$ cat src/rtl/int_ctrl_pkg.sv
// Shared constants for the interrupt controller: register offsets, the
// "no interrupt" ID and the request FSM encoding.
package int_ctrl_pkg;

    localparam logic [4:0] INT_CTRL_ENABLE    = 5'h00;
    localparam logic [4:0] INT_CTRL_TYPE      = 5'h04;
    localparam logic [4:0] INT_CTRL_PENDING   = 5'h08;
    localparam logic [4:0] INT_CTRL_PRIO0     = 5'h0C;
    localparam logic [4:0] INT_CTRL_PRIO1     = 5'h10;
    localparam logic [4:0] INT_CTRL_CLAIM     = 5'h14;
    localparam logic [4:0] INT_CTRL_COMPLETE  = 5'h18;
    localparam logic [4:0] INT_CTRL_THRESHOLD = 5'h1C;

    localparam logic [7:0] INT_ID_NONE = 8'hFF;

    typedef enum logic {
        S_IDLE = 1'b0,
        S_REQ  = 1'b1
    } state_t;

endpackage

$ cat src/rtl/int_ctrl_arb.sv
// Combinational priority picker: highest priority among candidates wins,
// equal priorities resolve to the lowest source index.
module int_ctrl_arb
    import int_ctrl_pkg::*;
#(
    parameter int NUM_SRC = 32,
    parameter int PRIO_W  = 2
) (
    input  logic [NUM_SRC-1:0]             cand,
    input  logic [NUM_SRC-1:0][PRIO_W-1:0] prio,
    output logic                           valid,
    output logic [7:0]                     id,
    output logic [PRIO_W-1:0]              top_prio
);

    // Scanning downward with >= lets a lower index take over on a tie.
    always_comb begin
        valid    = 1'b0;
        id       = INT_ID_NONE;
        top_prio = '0;
        for (int i = NUM_SRC - 1; i >= 0; i--) begin
            if (cand[i] && (!valid || prio[i] >= top_prio)) begin
                valid    = 1'b1;
                id       = 8'(i);
                top_prio = prio[i];
            end
        end
    end

endmodule

$ cat src/rtl/int_ctrl.sv
// Memory-mapped interrupt controller feeding the core's int_req/int_id port.
// Define INT_CTRL_SYNC_EN to add a 2-flop synchronizer on every source line.
module int_ctrl
    import int_ctrl_pkg::*;
#(
    parameter int NUM_SRC = 32,
    parameter int PRIO_W  = 2
) (
    input  logic               clk,
    input  logic               rst_n,
    input  logic [NUM_SRC-1:0] src_i,
    input  logic               req_i,
    input  logic               we_i,
    input  logic [31:0]        addr_i,
    input  logic [31:0]        data_i,
    output logic [31:0]        data_o,
    output logic               int_req_o,
    output logic [7:0]         int_id_o
);

    logic [NUM_SRC-1:0]             src_s, src_prev_q;
    logic [NUM_SRC-1:0]             enable_q, type_q, pend_q, insvc_q;
    logic [NUM_SRC-1:0][PRIO_W-1:0] prio_q;
    logic [PRIO_W-1:0]              thr_q;
    state_t                         state_q, state_d;
    logic [7:0]                     id_q, id_d;

    logic [4:0]  off;
    logic        wr_en, rd_en, claim_hit;
    logic [NUM_SRC-1:0] cand, claim_mask, cmpl_mask, clr_mask;
    logic        lat_cand;
    logic [PRIO_W-1:0] lat_prio, win_prio;
    logic        win_valid;
    logic [7:0]  win_id;
    logic [31:0] prio0_rd, prio1_rd, rd_data;
    logic        unused_ok;

`ifdef INT_CTRL_SYNC_EN
    logic [NUM_SRC-1:0] sync1_q, sync2_q;
    always_ff @(posedge clk or negedge rst_n) begin
        if (!rst_n) begin
            sync1_q <= '0;
            sync2_q <= '0;
        end else begin
            sync1_q <= src_i;
            sync2_q <= sync1_q;
        end
    end
    assign src_s = sync2_q;
`else
    assign src_s = src_i;
`endif

    assign off       = {addr_i[4:2], 2'b00};
    assign wr_en     = req_i & we_i;
    assign rd_en     = req_i & ~we_i;
    assign claim_hit = rd_en && (off == INT_CTRL_CLAIM);
    assign unused_ok = ^{addr_i[31:5], addr_i[1:0]};

    always_comb begin
        cand       = '0;
        claim_mask = '0;
        cmpl_mask  = '0;
        lat_cand   = 1'b0;
        lat_prio   = '0;
        clr_mask   = (wr_en && off == INT_CTRL_PENDING) ? data_i[NUM_SRC-1:0] : '0;
        for (int i = 0; i < NUM_SRC; i++) begin
            cand[i]       = pend_q[i] & enable_q[i] & ~insvc_q[i] & (prio_q[i] > thr_q);
            claim_mask[i] = claim_hit && win_valid && (win_id == 8'(i));
            cmpl_mask[i]  = wr_en && (off == INT_CTRL_COMPLETE) && (data_i[7:0] == 8'(i));
            if (id_q == 8'(i)) begin
                lat_cand = cand[i];
                lat_prio = prio_q[i];
            end
        end
    end

    int_ctrl_arb #(.NUM_SRC(NUM_SRC), .PRIO_W(PRIO_W)) u_arb (
        .cand     (cand),
        .prio     (prio_q),
        .valid    (win_valid),
        .id       (win_id),
        .top_prio (win_prio)
    );

    // Configuration registers. PRIO0/PRIO1 each pack 16 sources, so PRIO_W <= 2.
    always_ff @(posedge clk or negedge rst_n) begin
        if (!rst_n) begin
            enable_q <= '0;
            type_q   <= '0;
            prio_q   <= '0;
            thr_q    <= '0;
        end else if (wr_en) begin
            if (off == INT_CTRL_ENABLE)    enable_q <= data_i[NUM_SRC-1:0];
            if (off == INT_CTRL_TYPE)      type_q   <= data_i[NUM_SRC-1:0];
            if (off == INT_CTRL_THRESHOLD) thr_q    <= data_i[PRIO_W-1:0];
            for (int i = 0; i < NUM_SRC; i++) begin
                if (i < 16) begin
                    if (off == INT_CTRL_PRIO0) prio_q[i] <= data_i[i*PRIO_W +: PRIO_W];
                end else begin
                    if (off == INT_CTRL_PRIO1) prio_q[i] <= data_i[(i-16)*PRIO_W +: PRIO_W];
                end
            end
        end
    end

    // Edge sources: clears first, then a fresh rising edge re-sets the bit.
    always_ff @(posedge clk or negedge rst_n) begin
        if (!rst_n) begin
            src_prev_q <= '0;
            pend_q     <= '0;
            insvc_q    <= '0;
        end else begin
            src_prev_q <= src_s;
            pend_q     <= (type_q & ((pend_q & ~clr_mask & ~claim_mask) | (src_s & ~src_prev_q)))
                        | (~type_q & src_s);
            insvc_q    <= (insvc_q & ~cmpl_mask) | claim_mask;
        end
    end

    always_comb begin
        prio0_rd = '0;
        prio1_rd = '0;
        for (int i = 0; i < NUM_SRC; i++) begin
            if (i < 16) prio0_rd[i*PRIO_W +: PRIO_W] = prio_q[i];
            else        prio1_rd[(i-16)*PRIO_W +: PRIO_W] = prio_q[i];
        end
        case (off)
            INT_CTRL_ENABLE:    rd_data = 32'(enable_q);
            INT_CTRL_TYPE:      rd_data = 32'(type_q);
            INT_CTRL_PENDING:   rd_data = 32'(pend_q);
            INT_CTRL_PRIO0:     rd_data = prio0_rd;
            INT_CTRL_PRIO1:     rd_data = prio1_rd;
            INT_CTRL_CLAIM:     rd_data = 32'(win_valid ? win_id : INT_ID_NONE);
            INT_CTRL_THRESHOLD: rd_data = 32'(thr_q);
            default:            rd_data = '0;
        endcase
    end

    always_ff @(posedge clk or negedge rst_n) begin
        if (!rst_n)     data_o <= '0;
        else if (rd_en) data_o <= rd_data;
    end

    always_ff @(posedge clk or negedge rst_n) begin
        if (!rst_n) begin
            state_q <= S_IDLE;
            id_q    <= '0;
        end else begin
            state_q <= state_d;
            id_q    <= id_d;
        end
    end

    // A claim in IDLE suppresses the launch so the claimed ID never flashes.
    always_comb begin
        state_d = state_q;
        id_d    = id_q;
        case (state_q)
            S_IDLE: begin
                if (win_valid && !claim_hit) begin
                    state_d = S_REQ;
                    id_d    = win_id;
                end
            end
            S_REQ: begin
                if (claim_hit || !lat_cand)  state_d = S_IDLE;
                else if (win_prio > lat_prio) id_d   = win_id;
            end
            default: state_d = S_IDLE;
        endcase
    end

    assign int_req_o = (state_q == S_REQ);
    assign int_id_o  = id_q;

endmodule
$ cat config.mk
export PLATFORM = sky130hd
export DESIGN_NAME = int_ctrl
export DESIGN_NICKNAME = d
export VERILOG_FILES = /design/src/rtl/int_ctrl_pkg.sv /design/src/rtl/int_ctrl_arb.sv /design/src/rtl/int_ctrl.sv
export SDC_FILE = /design/constraint.sdc
export NUM_CORES = 1
export LEC_CHECK = 0
export ABC_AREA = 1
export CORE_ASPECT_RATIO = 0.9
export CORE_MARGIN = 1.5
export CORE_UTILIZATION = 40
export DETAILED_ROUTE_END_ITERATION = 10
export PLACE_DENSITY = 0.73
export RECOVER_POWER = 25
export SLEW_MARGIN = 20
export SYNTH_ARGS = -nofsm -noshare
export SYNTH_HDL_FRONTEND = slang
export SYNTH_HIERARCHICAL = 1
export SYNTH_SLANG_ARGS = --single-unit
export TNS_END_PERCENT = 1
$ cat constraint.sdc
create_clock -name clk -period 31.2 [get_ports clk]
set_input_delay 6.24 -clock clk [delete_from_list [all_inputs] [get_ports clk]]
set_output_delay 6.24 -clock clk [all_outputs]
set_load 0.02 [all_outputs]
* Word level (Yosys, flattened, before mapping) *
Index checks and enable logic that the tools add are counted.

storage, ports and cells
  register bits after elaboration = 267
  input bits = 100
  output and inout bits = 41
  word-level logic and storage cells = 699

operators by class
  order comparisons = 64
  eq/ne operators = 103
  muxes and demuxes = 170
  bitwise logic cells = 146
  reduce and logical (&&, ||, !) cells = 175

operator list
  cell                                                             count
  8-bit by 5-bit == test with 1-bit output, second input constant  48
  8-bit 2-to-1 mux                                                 36
  32-bit case mux with 7 select lines                              1
  32-bit AND                                                       6
  8-bit by 4-bit == test with 1-bit output, second input constant  24
  32-bit NOT                                                       5
  2-bit 2-to-1 mux                                                 64
  1-bit logical AND                                                100
  1-bit AND                                                        98
  8-bit by 3-bit == test with 1-bit output, second input constant  12
  32-bit OR                                                        3
  2-bit > comparator                                               33
  1-bit 2-to-1 mux                                                 66
  2-bit >= comparator                                              31
  8-bit by 2-bit == test with 1-bit output, second input constant  6
  1-bit NOT                                                        34
  1-bit zero test                                                  33
  1-bit logical OR                                                 32
  32-bit 2-to-1 mux                                                1
  8-bit by 1-bit == test with 1-bit output, second input constant  3
  8-bit zero test                                                  3
  8-bit case mux with 2 select lines                               1
  3-bit == test, second input constant                             4
  2-bit AND reduction                                              5
  7 further kinds                                                  9

* Logic depth before layout (Yosys ltp) *
  depth in word-level cells = 135
  gate-level depth with buffers = 269
  mapped depth without buffers = 269

* Modules after synthesis *
The synthesis kept the hierarchy.

modules (own cells, without submodules)
  module        times used  cells an instance  area an instance (um^2)  sequential area each (um^2)
  int_ctrl      1           1764               14088.5                  6681.4
  int_ctrl_arb  1           590                3203.1                   0.0

* Worst setup path after synthesis *
No wires, ideal clock.

  kind = reg-to-reg
  start = register thr_q[1]
  end = register pend_q[20]
  library setup time = 130 ps
  data arrival time = 29195 ps
  required time = 31070 ps
  setup slack = 1875 ps
  stages on the path, launching flop included = 233
  buffers on the path = 1
  clock period less this slack = 29325 ps
  cells stage by stage = dfrtp_1 -> inv_1 -> ha_1 -> a2111oi_0 -> nand2_1 -> ha_1 -> nand2_1 -> nand2_1 -> nand2_1 -> o21ai_0 -> ha_1 -> o21ai_0 -> nand2_1 -> nand2_1 -> nand2_1 -> o21ai_0 -> ha_1 -> o21ai_0 -> [... 197 more ...] -> or3b_2 -> nand2_1 -> nand3_2 -> and2_1 -> ha_1 -> o21ai_0 -> a31oi_1 -> inv_1 -> nand2_1 -> nor2_1 -> nand4_1 -> nor2_1 -> inv_1 -> nor3_1 -> inv_1 -> clkbuf_1 -> nor3_1 -> o21ai_0

on the way
  longest elaborated chain between the ends = 134
  elaborated cells between the ends (all ways) = 291
  those cells by class = order compare (63); eq/ne (1); mux (95); bitwise (37); reduce/logical (95)

RTL lines
  element                                                                        line                text
  start: declaration                                                             int_ctrl.sv:24      logic [PRIO_W-1:0] thr_q;
  start signal: assignment                                                       int_ctrl.sv:96      if (off == INT_CTRL_THRESHOLD) thr_q <= data_i[PRIO_W-1:0];
  2-bit > comparator *                                                           int_ctrl.sv:68      cand[i] = pend_q[i] & enable_q[i] & ~insvc_q[i] & (prio_q[i] > thr_q);
  1-bit AND *                                                                    int_ctrl.sv:68
  named net cand[31]                                                             int_ctrl.sv:30      logic [NUM_SRC-1:0] cand, claim_mask, cmpl_mask, clr_mask;
  2-bit 2-to-1 mux or 1-bit 2-to-1 mux (tied branches)                           int_ctrl_arb.sv:22  if (cand[i] && (!valid || prio[i] >= top_prio)) begin
  2-bit >= comparator or 1-bit zero test (tied branches)                         int_ctrl_arb.sv:22
  1-bit logical OR                                                               int_ctrl_arb.sv:22
  1-bit logical AND                                                              int_ctrl_arb.sv:22
  2-bit 2-to-1 mux or 1-bit 2-to-1 mux (tied branches)                           int_ctrl_arb.sv:22
  [... 119 more ...]                                                             -
  8-bit 2-to-1 mux or 1-bit 2-to-1 mux (tied branches)                           int_ctrl_arb.sv:22
  8-bit by 5-bit == test with 1-bit output or 1-bit logical AND (tied branches)  int_ctrl.sv:69      claim_mask[i] = claim_hit && win_valid && (win_id == 8'(i));
  1-bit logical AND *                                                            int_ctrl.sv:69
  32-bit NOT *                                                                   int_ctrl.sv:115     pend_q <= (type_q & ((pend_q & ~clr_mask & ~claim_mask) | (src_s & ~src_prev_q)))
  32-bit AND *                                                                   int_ctrl.sv:115
  32-bit OR *                                                                    int_ctrl.sv:115
  32-bit AND *                                                                   int_ctrl.sv:115
  32-bit OR *                                                                    int_ctrl.sv:116     | (~type_q & src_s);
  end signal: assignment                                                         int_ctrl.sv:115
  end: declaration                                                               int_ctrl.sv:22      logic [NUM_SRC-1:0] enable_q, type_q, pend_q, insvc_q;

Mark *: on every way through the listed nets, which the timed path passes. The rest lies on a longest branch.
A chain may end at the register's enable or synchronous reset.

* Final worst setup path *
  start = register prio_q, in the netlist prio1_rd[30]
  end = register pend_q[14]

on the way
  longest elaborated chain between the ends = 134
  elaborated cells between the ends (all ways) = 229
  those cells by class = order compare (32); eq/ne (1); mux (95); bitwise (6); reduce/logical (95)

RTL lines
  element                                                                        line                text
  start: declaration                                                             int_ctrl.sv:23      logic [NUM_SRC-1:0][PRIO_W-1:0] prio_q;
  start signal: indexed assignment                                               int_ctrl.sv:99      if (off == INT_CTRL_PRIO0) prio_q[i] <= data_i[i*PRIO_W +: PRIO_W];
  start signal: indexed assignment                                               int_ctrl.sv:101     if (off == INT_CTRL_PRIO1) prio_q[i] <= data_i[(i-16)*PRIO_W +: PRIO_W];
  2-bit > comparator *                                                           int_ctrl.sv:68
  1-bit AND *                                                                    int_ctrl.sv:68
  named net cand[31]                                                             int_ctrl.sv:30
  2-bit 2-to-1 mux or 1-bit 2-to-1 mux (tied branches)                           int_ctrl_arb.sv:22
  2-bit >= comparator or 1-bit zero test (tied branches)                         int_ctrl_arb.sv:22
  1-bit logical OR                                                               int_ctrl_arb.sv:22
  1-bit logical AND                                                              int_ctrl_arb.sv:22
  2-bit 2-to-1 mux or 1-bit 2-to-1 mux (tied branches)                           int_ctrl_arb.sv:22
  [... 119 more ...]                                                             -
  8-bit 2-to-1 mux or 1-bit 2-to-1 mux (tied branches)                           int_ctrl_arb.sv:22
  8-bit by 4-bit == test with 1-bit output or 1-bit logical AND (tied branches)  int_ctrl.sv:69
  1-bit logical AND *                                                            int_ctrl.sv:69
  32-bit NOT *                                                                   int_ctrl.sv:115
  32-bit AND *                                                                   int_ctrl.sv:115
  32-bit OR *                                                                    int_ctrl.sv:115
  32-bit AND *                                                                   int_ctrl.sv:115
  32-bit OR *                                                                    int_ctrl.sv:116

Marks and branches as above.

==> out/results.ini <==
[place]
io_buffers=111
gp_congestion=0.975
dpl_cell_area_sq_um=19700
dpl.hpwl_mm=47.0

[drt]
drc_errors=0
drtAntennaViolNets=0
vias_per_cell=5.52
dr.pass1.iters=6
wl_per_cell_um=19.6
wl_mm=61.6
num_vias=17300
drtIter0Drc=1955

[worst_setup_path]
endpoint_kind=flip-flop
critPathKind=reg -> reg
worstSetupStartpointType=flip-flop
cpMaxStageDelayCell=dfrtp_1
crit_family=simple AND/OR/NAND/NOR gates
cp.arrival_ns=29.70
required_ns=31.63
crit_buf_inv=31
reg2reg_depth=251
cp_max_fo=8
max_stage_delay_ns=0.43
crit_cells=251
crit_top_cell=nand2_2

[die]
die_h_um=200
die_x_um=222
fp-row-count=72
dieArea_sq_um=44500
start_util_pct=40.4
coreArea_sq_um=42800
io_pins=141

[synth]
synth-edff-count=0
synth_top_family_by_area=simple AND/OR/NAND/NOR gates
synth_compound_area_share_pct=15.6
synthTopCellsByArea=dfrtp_1 39%, nand2_1 12%, inv_1 7.8%
synthFlopType=dfrtp_1
synth_common_cells=570 x nand2_1, 360 x inv_1, 267 x dfrtp_1, 267 x o21ai_0, 187 x nor2_1
yosysTopAreaCell=dfrtp_1
synth_top_area_share_pct=38.6
synth_xor_area_share_pct=0
yosysWarnings=6
syn_nets=2559
yosysMostFrequentCell=nand2_1
synth.mux.area_fraction_pct=1.17
ys_types=48
netlist_instances=2354
syn_avg_cell_area_sq_um=7.35
syn-cell-area_sq_um=17300
async_reset_ff_share_pct=100
synthAdderAreaFrac_pct=7.60
synth-simple-area-share_pct=27.7
ys_ff_latch=267
synth_seq_area_share_pct=38.6

[sta]
maxSlewHeadroom_pct=-312
fmax_mhz=34.2
setup_viol=0
worst-slew-pin-transition_ns=6.18
fin_crit_ns=29.27
fin_worst_skew_ns=0.0222
hold_violations=0
layout_worst_path_cycle_share_pct=93.8
final_max_slew_viol_count=118

[power]
peakVddDrop_uv=53.7
clockPowerShare_pct=28.6
p_sw_mw=0.506
intPower_mw=0.802
comb_power_share_pct=34.8
leakagePower_nw=10.4
switching_share_pct=38.7
p_per_area_nw_per_um2=61.3
seq_power_share_pct=36.6
total_power_mw=1.31

[flow_run]
cap_violations=1

[status]
outcome=finished, violations left
failed_checks=capacitance limit, slew limit

[global_routing]
grt_max_degree=118
antenna_found_initial=0
grt_pass1_wl_mm=93.1
gr-total-overflow=0
grt_pass1_vias=16100
grt_usage_pct=27.1

[clock_network]
clock_sink_count=267
ctsHoldBuffers=0
worstSkewPairLatency_ns=0.57
cts_tree=yes
clk_path_buf_depth=3
cts-root-buf=clkbuf_16
path_clk_slew_ns=0.06
numCtsBuffers=28
cts-htree-levels=1

[finish]
syn2layout_area_growth_pct=23.4
fillCellCount=4106
multi_input_area_sq_um=9490
fin_util_pct=49.9
final_layout_size_suffix_gt1_share_pct=15.8
insertedDiodeCount=0
seq_area_sq_um=6680
fin_area_sq_um=21300
nets=2768

[hold_path]
hold_path_class=reg -> reg
min_delay_path_depth=1

[routing by layer]
metal	global-route usage, %	wire, um	vias to the layer above
met1	37.9	26500	8367
li1	-	-	8126
met2	43.2	28000	723
met3	3.64	4930	110
met4	9.37	2080	0
met5	0	0	-
[placed cells by master (no fill, tap or decap), types with 6 or more instances in the layout]
master and count:
nor2_2 10, nand3_2 32, mux2_2 18, o211ai_1 31, o21bai_1 26, o21ai_1 15, inv_1 356, nand2_4 24
clkdlybuf4s50_1 78, a21oi_1 61, buf_4 121, a211oi_1 23, o21ai_2 27, nor3_2 20, clkbuf_16 29, nand2_1 546
o22ai_1 14, dfrtp_1 267, ha_1 104, clkbuf_8 6, nor3_1 32, nand4_1 17, o2111ai_1 7, inv_2 6
a221oi_1 16, nand2_2 75, o21ai_0 227, dlygate4sd3_1 32, nand3_1 111, nor2_1 177
[final timing paths]
check / endpoint / slack (ns) / start
worst max register to register: pend_q[14]$_DFF_PN0_ / 1.93 / prio1_rd[30]$_DFFE_PN0P_
worst min-delay path: data_o[18]$_DFFE_PN0P_ / 0.51 / data_o[18]$_DFFE_PN0P_
min in group asynchronous: type_q[18]$_DFFE_PN0P_ / 7.92 / rst_n
max in group asynchronous: data_o[21]$_DFFE_PN0P_ / 19.72 / rst_n
worst max-delay path: pend_q[14]$_DFF_PN0_ / 1.93 / prio1_rd[30]$_DFFE_PN0P_
worst min register to register: data_o[18]$_DFFE_PN0P_ / 0.51 / data_o[18]$_DFFE_PN0P_
[power groups by stage]
stage                     Sequential, mW  Combinational (mW)  Clock (mW)
after floorplan                    0.472               0.254           0
after global placement             0.480               0.414           0
after detailed placement           0.482               0.429           0
after CTS                          0.476               0.434       0.377
after global routing               0.485               0.508       0.390
final                              0.479               0.456       0.374
[layout make-up]
| type | count | area share, % |
|---|---|---|
| multi-input combinational | 1664 | 44.4 |
| sequential | 267 | 31.3 |
| timing repair buffer | 236 | 9.66 |
| inverter | 366 | 6.44 |
| clock buffer | 37 | 3.82 |
| tap | 555 | 3.25 |
| clock inverter | 15 | 1.09 |
[metrics by stage]
| stage | hold slack, ns | instances | setup TNS (ns) | setup WS, ns |
|---|---|---|---|---|
| 6_report | 0.506 | 3140 | 0 | 1.93 |
| 5_1_grt | 0.526 | 3140 | -16.12 | -0.322 |
| 4_1_cts | 0.508 | 3122 | 0 | 0.0132 |
| 3_5_place_dp | 0.495 | 3070 | -47.51 | -0.899 |
| 3_3_place_gp | 0.476 | 3070 | 0 | 0.461 |
| 2_1_floorplan | 0.467 | 2354 | 0 | 1.88 |
[state kept, by name (all words and copies together), names as in the netlist]
| signal | count |
|---|---|
| data_o | 32 |
| enable_q | 32 |
| insvc_q | 32 |
| int_id_o | 8 |
| int_req_o | 1 |
| pend_q | 32 |
| prio0_rd | 32 |
| prio1_rd | 32 |
| src_prev_q | 32 |
| thr_q | 2 |
| type_q | 32 |
[cells by family (layout without fill, tap and decap cells)]
group,count (synthesis),count (layout)
compound gates,469,469
fa+ha+maj,105,105
buf+inv,423,654
flops,267,267
mux,18,18
simple gates,1072,1072
[timing repair]
| item | CTS | global route |
|---|---|---|
| pin swaps | 0 | 53 |
| resized for setup | 21 | 131 |
| setup buffers | 0 | 18 |
| endpoints found under the setup margin | 77 | 77 |
(Power assumes the default switching activity.)
